<file path="src/rtl/ps2_keyboard_rx_if.sv">
// Key event stream between the PS/2 receiver (master) and its consumer (slave).
`timescale 1ns/1ps
interface ps2_keyboard_rx_if;
  logic       key_valid_o;
  logic       key_ready_i;
  logic [7:0] key_code_o;
  logic       key_extended_o;
  logic       key_release_o;

  modport master (
    output key_valid_o, key_code_o, key_extended_o, key_release_o,
    input  key_ready_i
  );

  modport slave (
    input  key_valid_o, key_code_o, key_extended_o, key_release_o,
    output key_ready_i
  );
endinterface

</file>
<file path="src/rtl/ps2_keyboard_rx.sv">
// PS/2 device-to-host receiver: pin conditioning, 11-bit deframer, E0/F0 prefix
// folding and a small event FIFO presented on a valid/ready stream.
`timescale 1ns/1ps
module ps2_keyboard_rx #(
  parameter int unsigned FILTER_LEN     = 8,
  parameter int unsigned TIMEOUT_CYCLES = 20000,
  parameter int unsigned FIFO_DEPTH     = 8
) (
  input  logic                  clk_i,
  input  logic                  reset_n_i,
  input  logic                  ps2_clk_i,
  input  logic                  ps2_data_i,
  ps2_keyboard_rx_if.master     key_if,
  output logic                  frame_err_o,
  output logic                  overflow_o
);
  localparam int unsigned FCNT_W = $clog2(FILTER_LEN + 1);
  localparam int unsigned TMO_W  = $clog2(TIMEOUT_CYCLES + 1);
  localparam int unsigned PTR_W  = $clog2(FIFO_DEPTH);
  localparam int unsigned CNT_W  = PTR_W + 1;

  typedef struct packed {
    logic       ext;
    logic       rel;
    logic [7:0] code;
  } evt_t;

  typedef enum logic {IDLE, RECV} state_t;

  // Synchronisers and glitch filter on the PS/2 clock
  logic              clk_s1, clk_s2, data_s1, data_s2;
  logic              filt_clk, filt_prev;
  logic [FCNT_W-1:0] fcnt;
  logic              fall_c;

  always_ff @(posedge clk_i or negedge reset_n_i) begin
    if (!reset_n_i) begin
      clk_s1    <= 1'b1;
      clk_s2    <= 1'b1;
      data_s1   <= 1'b1;
      data_s2   <= 1'b1;
      filt_clk  <= 1'b1;
      filt_prev <= 1'b1;
      fcnt      <= '0;
    end else begin
      clk_s1    <= ps2_clk_i;
      clk_s2    <= clk_s1;
      data_s1   <= ps2_data_i;
      data_s2   <= data_s1;
      filt_prev <= filt_clk;
      if (clk_s2 != filt_clk) begin
        if (fcnt == FCNT_W'(FILTER_LEN - 1)) begin
          filt_clk <= clk_s2;
          fcnt     <= '0;
        end else begin
          fcnt <= fcnt + FCNT_W'(1);
        end
      end else begin
        fcnt <= '0;
      end
    end
  end

  assign fall_c = filt_prev & ~filt_clk;

  // Deframer state
  state_t            state, state_d;
  logic [3:0]        bit_cnt, bit_cnt_d;
  logic [7:0]        shift, shift_d;
  logic              par, par_d;
  logic [TMO_W-1:0]  tmo, tmo_d;
  logic              byte_stb, stb_d, fsm_err_d;

  always_ff @(posedge clk_i or negedge reset_n_i) begin
    if (!reset_n_i) begin
      state    <= IDLE;
      bit_cnt  <= '0;
      shift    <= '0;
      par      <= 1'b0;
      tmo      <= '0;
      byte_stb <= 1'b0;
    end else begin
      state    <= state_d;
      bit_cnt  <= bit_cnt_d;
      shift    <= shift_d;
      par      <= par_d;
      tmo      <= tmo_d;
      byte_stb <= stb_d;
    end
  end

  always_comb begin
    state_d   = state;
    bit_cnt_d = bit_cnt;
    shift_d   = shift;
    par_d     = par;
    tmo_d     = tmo;
    stb_d     = 1'b0;
    fsm_err_d = 1'b0;
    case (state)
      IDLE: begin
        tmo_d = '0;
        if (fall_c) begin
          if (!data_s2) begin
            state_d   = RECV;
            bit_cnt_d = 4'd1;
          end else begin
            fsm_err_d = 1'b1;
          end
        end
      end
      RECV: begin
        if (fall_c) begin
          tmo_d     = '0;
          bit_cnt_d = bit_cnt + 4'd1;
          if (bit_cnt <= 4'd8) begin
            shift_d = {data_s2, shift[7:1]};
          end else if (bit_cnt == 4'd9) begin
            par_d = data_s2;
          end else begin
            state_d = IDLE;
            if ((^shift ^ par) && data_s2) stb_d     = 1'b1;
            else                            fsm_err_d = 1'b1;
          end
        end else if (tmo == TMO_W'(TIMEOUT_CYCLES - 1)) begin
          state_d   = IDLE;
          fsm_err_d = 1'b1;
        end else begin
          tmo_d = tmo + TMO_W'(1);
        end
      end
      default: state_d = IDLE;
    endcase
  end

  // Prefix folding; the completed byte stays in shift while the FSM idles
  logic ext, rel, ext_d, rel_d, push_c, dec_err_c;
  evt_t push_evt;

  always_comb begin
    ext_d     = ext;
    rel_d     = rel;
    push_c    = 1'b0;
    dec_err_c = 1'b0;
    if (byte_stb) begin
      if (shift == 8'hE0) begin
        ext_d = 1'b1;
      end else if (shift == 8'hF0) begin
        rel_d = 1'b1;
      end else if (shift == 8'h00 || shift == 8'hFF) begin
        ext_d     = 1'b0;
        rel_d     = 1'b0;
        dec_err_c = 1'b1;
      end else begin
        ext_d  = 1'b0;
        rel_d  = 1'b0;
        push_c = 1'b1;
      end
    end
  end

  assign push_evt = '{ext: ext, rel: rel, code: shift};

  // Event FIFO with a registered head
  evt_t             mem [FIFO_DEPTH];
  logic [PTR_W-1:0] wr_ptr, rd_ptr, rd_ptr_d;
  logic [CNT_W-1:0] count, count_d;
  logic             key_valid_q, pop_c, full_c, push_ok_c, ovf_c;
  evt_t             head_q, head_d;

  assign pop_c     = key_valid_q & key_if.key_ready_i;
  assign full_c    = (count == CNT_W'(FIFO_DEPTH));
  assign push_ok_c = push_c & (~full_c | pop_c);
  assign ovf_c     = push_c & full_c & ~pop_c;
  assign rd_ptr_d  = rd_ptr + PTR_W'(pop_c);
  assign count_d   = count + CNT_W'(push_ok_c) - CNT_W'(pop_c);
  assign head_d    = (push_ok_c && wr_ptr == rd_ptr_d) ? push_evt : mem[rd_ptr_d];

  always_ff @(posedge clk_i) begin
    if (push_ok_c) mem[wr_ptr] <= push_evt;
  end

  always_ff @(posedge clk_i or negedge reset_n_i) begin
    if (!reset_n_i) begin
      ext         <= 1'b0;
      rel         <= 1'b0;
      wr_ptr      <= '0;
      rd_ptr      <= '0;
      count       <= '0;
      key_valid_q <= 1'b0;
      head_q      <= '0;
      frame_err_o <= 1'b0;
      overflow_o  <= 1'b0;
    end else begin
      ext         <= ext_d;
      rel         <= rel_d;
      wr_ptr      <= wr_ptr + PTR_W'(push_ok_c);
      rd_ptr      <= rd_ptr_d;
      count       <= count_d;
      key_valid_q <= (count_d != '0);
      head_q      <= head_d;
      frame_err_o <= fsm_err_d | dec_err_c;
      overflow_o  <= ovf_c;
    end
  end

  assign key_if.key_valid_o    = key_valid_q;
  assign key_if.key_code_o     = head_q.code;
  assign key_if.key_extended_o = head_q.ext;
  assign key_if.key_release_o  = head_q.rel;
endmodule
</file>
<file path="src/flat_wrapper.sv">
// flat-port wrapper written by rule: the top's interface ports become plain ports
module ps2_keyboard_rx_flat 
#(
  parameter int unsigned FILTER_LEN     = 8,
  parameter int unsigned TIMEOUT_CYCLES = 20000,
  parameter int unsigned FIFO_DEPTH     = 8
)
  (clk_i, reset_n_i, ps2_clk_i, ps2_data_i, frame_err_o, overflow_o, key_if_key_valid_o, key_if_key_code_o, key_if_key_extended_o, key_if_key_release_o, key_if_key_ready_i);
  ps2_keyboard_rx_if key_if_i ();
  input  logic clk_i;
  input  logic reset_n_i;
  input  logic ps2_clk_i;
  input  logic ps2_data_i;
  output logic frame_err_o;
  output logic overflow_o;
  output wire logic [$bits(key_if_i.key_valid_o)-1:0] key_if_key_valid_o;
  output wire logic [$bits(key_if_i.key_code_o)-1:0] key_if_key_code_o;
  output wire logic [$bits(key_if_i.key_extended_o)-1:0] key_if_key_extended_o;
  output wire logic [$bits(key_if_i.key_release_o)-1:0] key_if_key_release_o;
  input wire logic [$bits(key_if_i.key_ready_i)-1:0] key_if_key_ready_i;
  assign key_if_key_valid_o = key_if_i.key_valid_o;
  assign key_if_key_code_o = key_if_i.key_code_o;
  assign key_if_key_extended_o = key_if_i.key_extended_o;
  assign key_if_key_release_o = key_if_i.key_release_o;
  assign key_if_i.key_ready_i = key_if_key_ready_i;
  ps2_keyboard_rx #(.FILTER_LEN(FILTER_LEN), .TIMEOUT_CYCLES(TIMEOUT_CYCLES), .FIFO_DEPTH(FIFO_DEPTH)) u_core (.clk_i(clk_i), .reset_n_i(reset_n_i), .ps2_clk_i(ps2_clk_i), .ps2_data_i(ps2_data_i), .key_if(key_if_i), .frame_err_o(frame_err_o), .overflow_o(overflow_o));
endmodule
</file>
<file path="config.mk">
export PLATFORM = sky130hd
export DESIGN_NAME = ps2_keyboard_rx_flat
export DESIGN_NICKNAME = d
export VERILOG_FILES = /design/src/rtl/ps2_keyboard_rx_if.sv /design/src/rtl/ps2_keyboard_rx.sv /design/src/flat_wrapper.sv
export SDC_FILE = /design/constraint.sdc
export NUM_CORES = 1
export LEC_CHECK = 0
export ABC_AREA = 1
export CORE_MARGIN = 5
export CORE_UTILIZATION = 58
export CTS_CLUSTER_DIAMETER = 100
export DETAILED_ROUTE_END_ITERATION = 10
export PLACE_DENSITY = 0.74
export SLEW_MARGIN = 20
export SYNTH_ARGS = -nofsm -noshare
export SYNTH_HDL_FRONTEND = slang
export SYNTH_SLANG_ARGS = --single-unit
</file>
<file path="constraint.sdc">
create_clock -name clk_i -period 5 [get_ports clk_i]
set_clock_uncertainty 0.05 [all_clocks]
set_input_delay 1.25 -clock clk_i [delete_from_list [all_inputs] [get_ports clk_i]]
set_output_delay 1.25 -clock clk_i [all_outputs]
set_load 0.005 [all_outputs]
</file>
==> impl_metrics.yaml <==
logic_synthesis:
  synth_seq_cells: 145
  seq_area_frac_synth_pct: 61.6
  yosysWarnings: 0
  syn-mean-instance-area_um2: 9.90
  post-synth-top-area-fraction_pct: 36.7
  syn_inst: 662
  cell_types_with_the_largest_area_share_after_synthesis: "sky130_fd_sc_hd__edfxtp_1, sky130_fd_sc_hd__dfrtp_1, sky130_fd_sc_hd__nand2_1"
  postSynthNetCount: 691
  mappedNetlistArea_um2: 6550
  distinct_cell_type_count_after_synthesis: 34
  post-synth-top-area-cell: "sky130_fd_sc_hd__edfxtp_1"
final_layout:
  syn2layout_area_growth_pct: 14.9
  layout-drive-gt1-share_pct: 9.67
  insertedDiodeCount: 0
  finish.instance_area_um2: 7530
  nets: 719
  final_common_cell: "sky130_fd_sc_hd__nand2_1"
  layout_common_cells: "sky130_fd_sc_hd__nand2_1, sky130_fd_sc_hd__nor2_1, sky130_fd_sc_hd__edfxtp_1"
grt:
  grt_use_total_pct: 22.8
  antenna_violations_before_repair: 0
  grt_pass1_vias: 4563
  grt_first_pass_wirelength_um: 23300
  largest_net_degree_at_the_start_of_global_routing: 41
  grt_residual_overflow: 0
timing:
  worst_slew_pin_slew_ps: 782
  finalMaxSlewViolations: 0
  rsz0062_at_grt: "false"
  final.min_clock_period_ps: 3690
  final_hold_viol_count: 0
  fin_crit_sh_pct: 73.8
  final-setup-viol-count: 0
  slew_headroom_pct: 47.8
  setup_tns_ps: 0
  maxClockFrequency_ghz: 0.271
power_and_ir_drop:
  powerDensity_nw_per_um2: 560
  ir_worst_vdd_mv: 0.311
  power.leakage_nw: 3.15
setup_path:
  crit_path_cell_trace: "inv_1, ha_1, nand2_1, nor2_1, nor2_1, nand2_1, nor2_1, nand2_1, inv_1, ha_1, inv_1, fa_1, inv_1, nor3_1, nand2_1"
  cp_top_family: "simple AND/OR/NAND/NOR gates"
  setup.worst_path.class: "reg -> reg"
  cp_data_required_time_ps: 5240
  worstPathArrival_ps: 3930
  crit_path_max_fanout: 12
  cp_slowest_stage_delay_ps: 640
  slowest_stage: "sky130_fd_sc_hd__dfrtp_1"
  endpoint_kind: "flop"
  start_kind: "flop"
  worstPathBufferInverterCount: 4
clock_tree:
  cts_root_buffer: "sky130_fd_sc_hd__clkbuf_16"
  htreeDepth: 4
  number_of_buffers_inserted_to_repair_setup_after_cts: 0
  cts_tree: "built"
  cts_repair_resize_count: 0
  cts_buf_count: 17
  clkSinkCount: 145
  cts-hold-fix-buffers: 0
  worst_setup_hold_path_clk_slew_ps: 60
  worst_skew_pair.late_latency_ps: 420
  clk_path_buf_depth: 2
detailed_routing:
  route.detailed.vias_per_inst: 5.44
  drt_first_iter_violations: 328
  num_vias: 4583
  antenna_left: 0
  wl_per_cell_um: 16.4
  drt-total-wl_um: 13800
  drt_first_pass_iters: 5
  drcViolationCount: 0
placement:
  placement.io_buffers: 17
  place_congestion: 0.872
  post_dp_cell_area_um2: 6880
  hpwl_um: 8990
run:
  drv_cap: 0
floorplanning:
  start_util_pct: 59.9
  design.portCount: 18
  fp.dieArea_um2: 13500
  die_w_um: 116
  chipHeight_um: 116
  number_of_standard_cell_rows_in_the_floorplan: 38
  core_um2: 10900
min_path:
  worstHoldPathType: "reg -> reg"
status:
  status: "completed"
-- power by group --
part / total (W) / internal [W] / switching (W)
clock network: 0.00140 / 0.000892 / 0.000508
logic: 0.00133 / 0.000465 / 0.000868
registers: 0.00149 / 0.00139 / 0.0000945
-- synthesized netlist by cell type, drive strengths merged --
library cell	count
xor2	3
ha	23
mux2i	1
xnor2	8
nand3b	3
nand2	148
nor3	19
or2	2
a21oi	12
dfrtp	59
buf	8
fa	1
nand3	18
mux2	1
clkbuf	12
o21ai	57
o22ai	2
inv	63
edfxtp	80
a31oi	1
nor2	118
dfstp	6
nand4	17
-- sequential cells by signal (all words and copies together), names as in the netlist, 3 cells and up --
register	count
u_core.shift	8
u_core.rd_ptr	3
u_core.mem	80
u_core.count	4
u_core.wr_ptr	3
u_core.fcnt	4
u_core.bit_cnt	4
u_core.tmo	15
u_core.key_if.key_code_o	8
-- final cells by class --
class	count	area (um^2)
Timing Repair Buffer	29	255
Fill cell	782	3400
Clock buffer	17	425
Tap cell	140	175
Clock inverter	15	229
Inverter	63	239
Multi-Input combinational cell	434	2170
Sequential cell	145	4040
-- layer usage --
layer	part of all wire (%)	GRT usage, %
met3	4.8	4.72
met5	0	0
met2	51	38.9
met4	1.3	7.27
met1	43	29.6
-- cells by family (layout without fill, tap and decap cells) --
| group | count (synthesis) | in the layout | share of synthesized area (%) |
|---|---|---|---|
| xor gates and xnor gates | 11 | 11 | 1.47 |
| buffers and inverters | 83 | 124 | 5.25 |
| adders and majority gates | 24 | 24 | 4.70 |
| DFF | 145 | 145 | 61.6 |
| AOI/OAI and AO/OA | 72 | 72 | 6.01 |
| and+or+nand+nor | 325 | 325 | 20.7 |
| muxes | 2 | 2 | 0.325 |
-- through the flow --
step	power (W)	hold WS [ps]	setup WS, ps	utilization (%)	cells
5_1_grt	0.00450	315	1040	68.9	843
4_1_cts	0.00425	312	1310	68.9	843
2_1_floorplan	0.00244	295	2220	-	662
6_report	0.00422	309	1310	68.9	843
3_5_place_dp	0.00283	301	1190	62.9	811
3_3_place_gp	0.00278	297	1300	62.9	811
-- worst register-to-register path: stages (launching register included) --
cell and delay [ps]:
sky130_fd_sc_hd__dfrtp_1 640, sky130_fd_sc_hd__inv_1 160, sky130_fd_sc_hd__ha_1 240, sky130_fd_sc_hd__nand2_1 90
sky130_fd_sc_hd__nor2_1 60, sky130_fd_sc_hd__nor2_1 100, sky130_fd_sc_hd__nand2_1 110, sky130_fd_sc_hd__nor2_1 570
sky130_fd_sc_hd__nand2_1 370, sky130_fd_sc_hd__inv_1 160, sky130_fd_sc_hd__ha_1 180, sky130_fd_sc_hd__inv_1 60
sky130_fd_sc_hd__fa_1 480, sky130_fd_sc_hd__inv_1 50, sky130_fd_sc_hd__nor3_1 170, sky130_fd_sc_hd__nand2_1 80
-- path summary, 6_finish.rpt --
| check | startpoint | end | slack, ps | depth (start not counted) |
|---|---|---|---|---|
| worst max-delay path | u_core.shift[1]$_DFFE_PN0P_ | u_core.key_if.key_valid_o$_DFF_PN0_ | 1310 | 15 |
| worst min-delay path | u_core.data_s1$_DFF_PN1_ | u_core.data_s2$_DFF_PN1_ | 310 | 0 |
| worst max register to register | u_core.shift[1]$_DFFE_PN0P_ | u_core.key_if.key_valid_o$_DFF_PN0_ | 1310 | 15 |
| worst min register to register | u_core.data_s1$_DFF_PN1_ | u_core.data_s2$_DFF_PN1_ | 310 | 0 |
| max in group asynchronous | reset_n_i | u_core.filt_prev$_DFF_PN1_ | 3090 | 2 |
| min in group asynchronous | reset_n_i | u_core.count[3]$_DFF_PN0_ | 860 | 1 |
(Power assumes the default switching activity.)
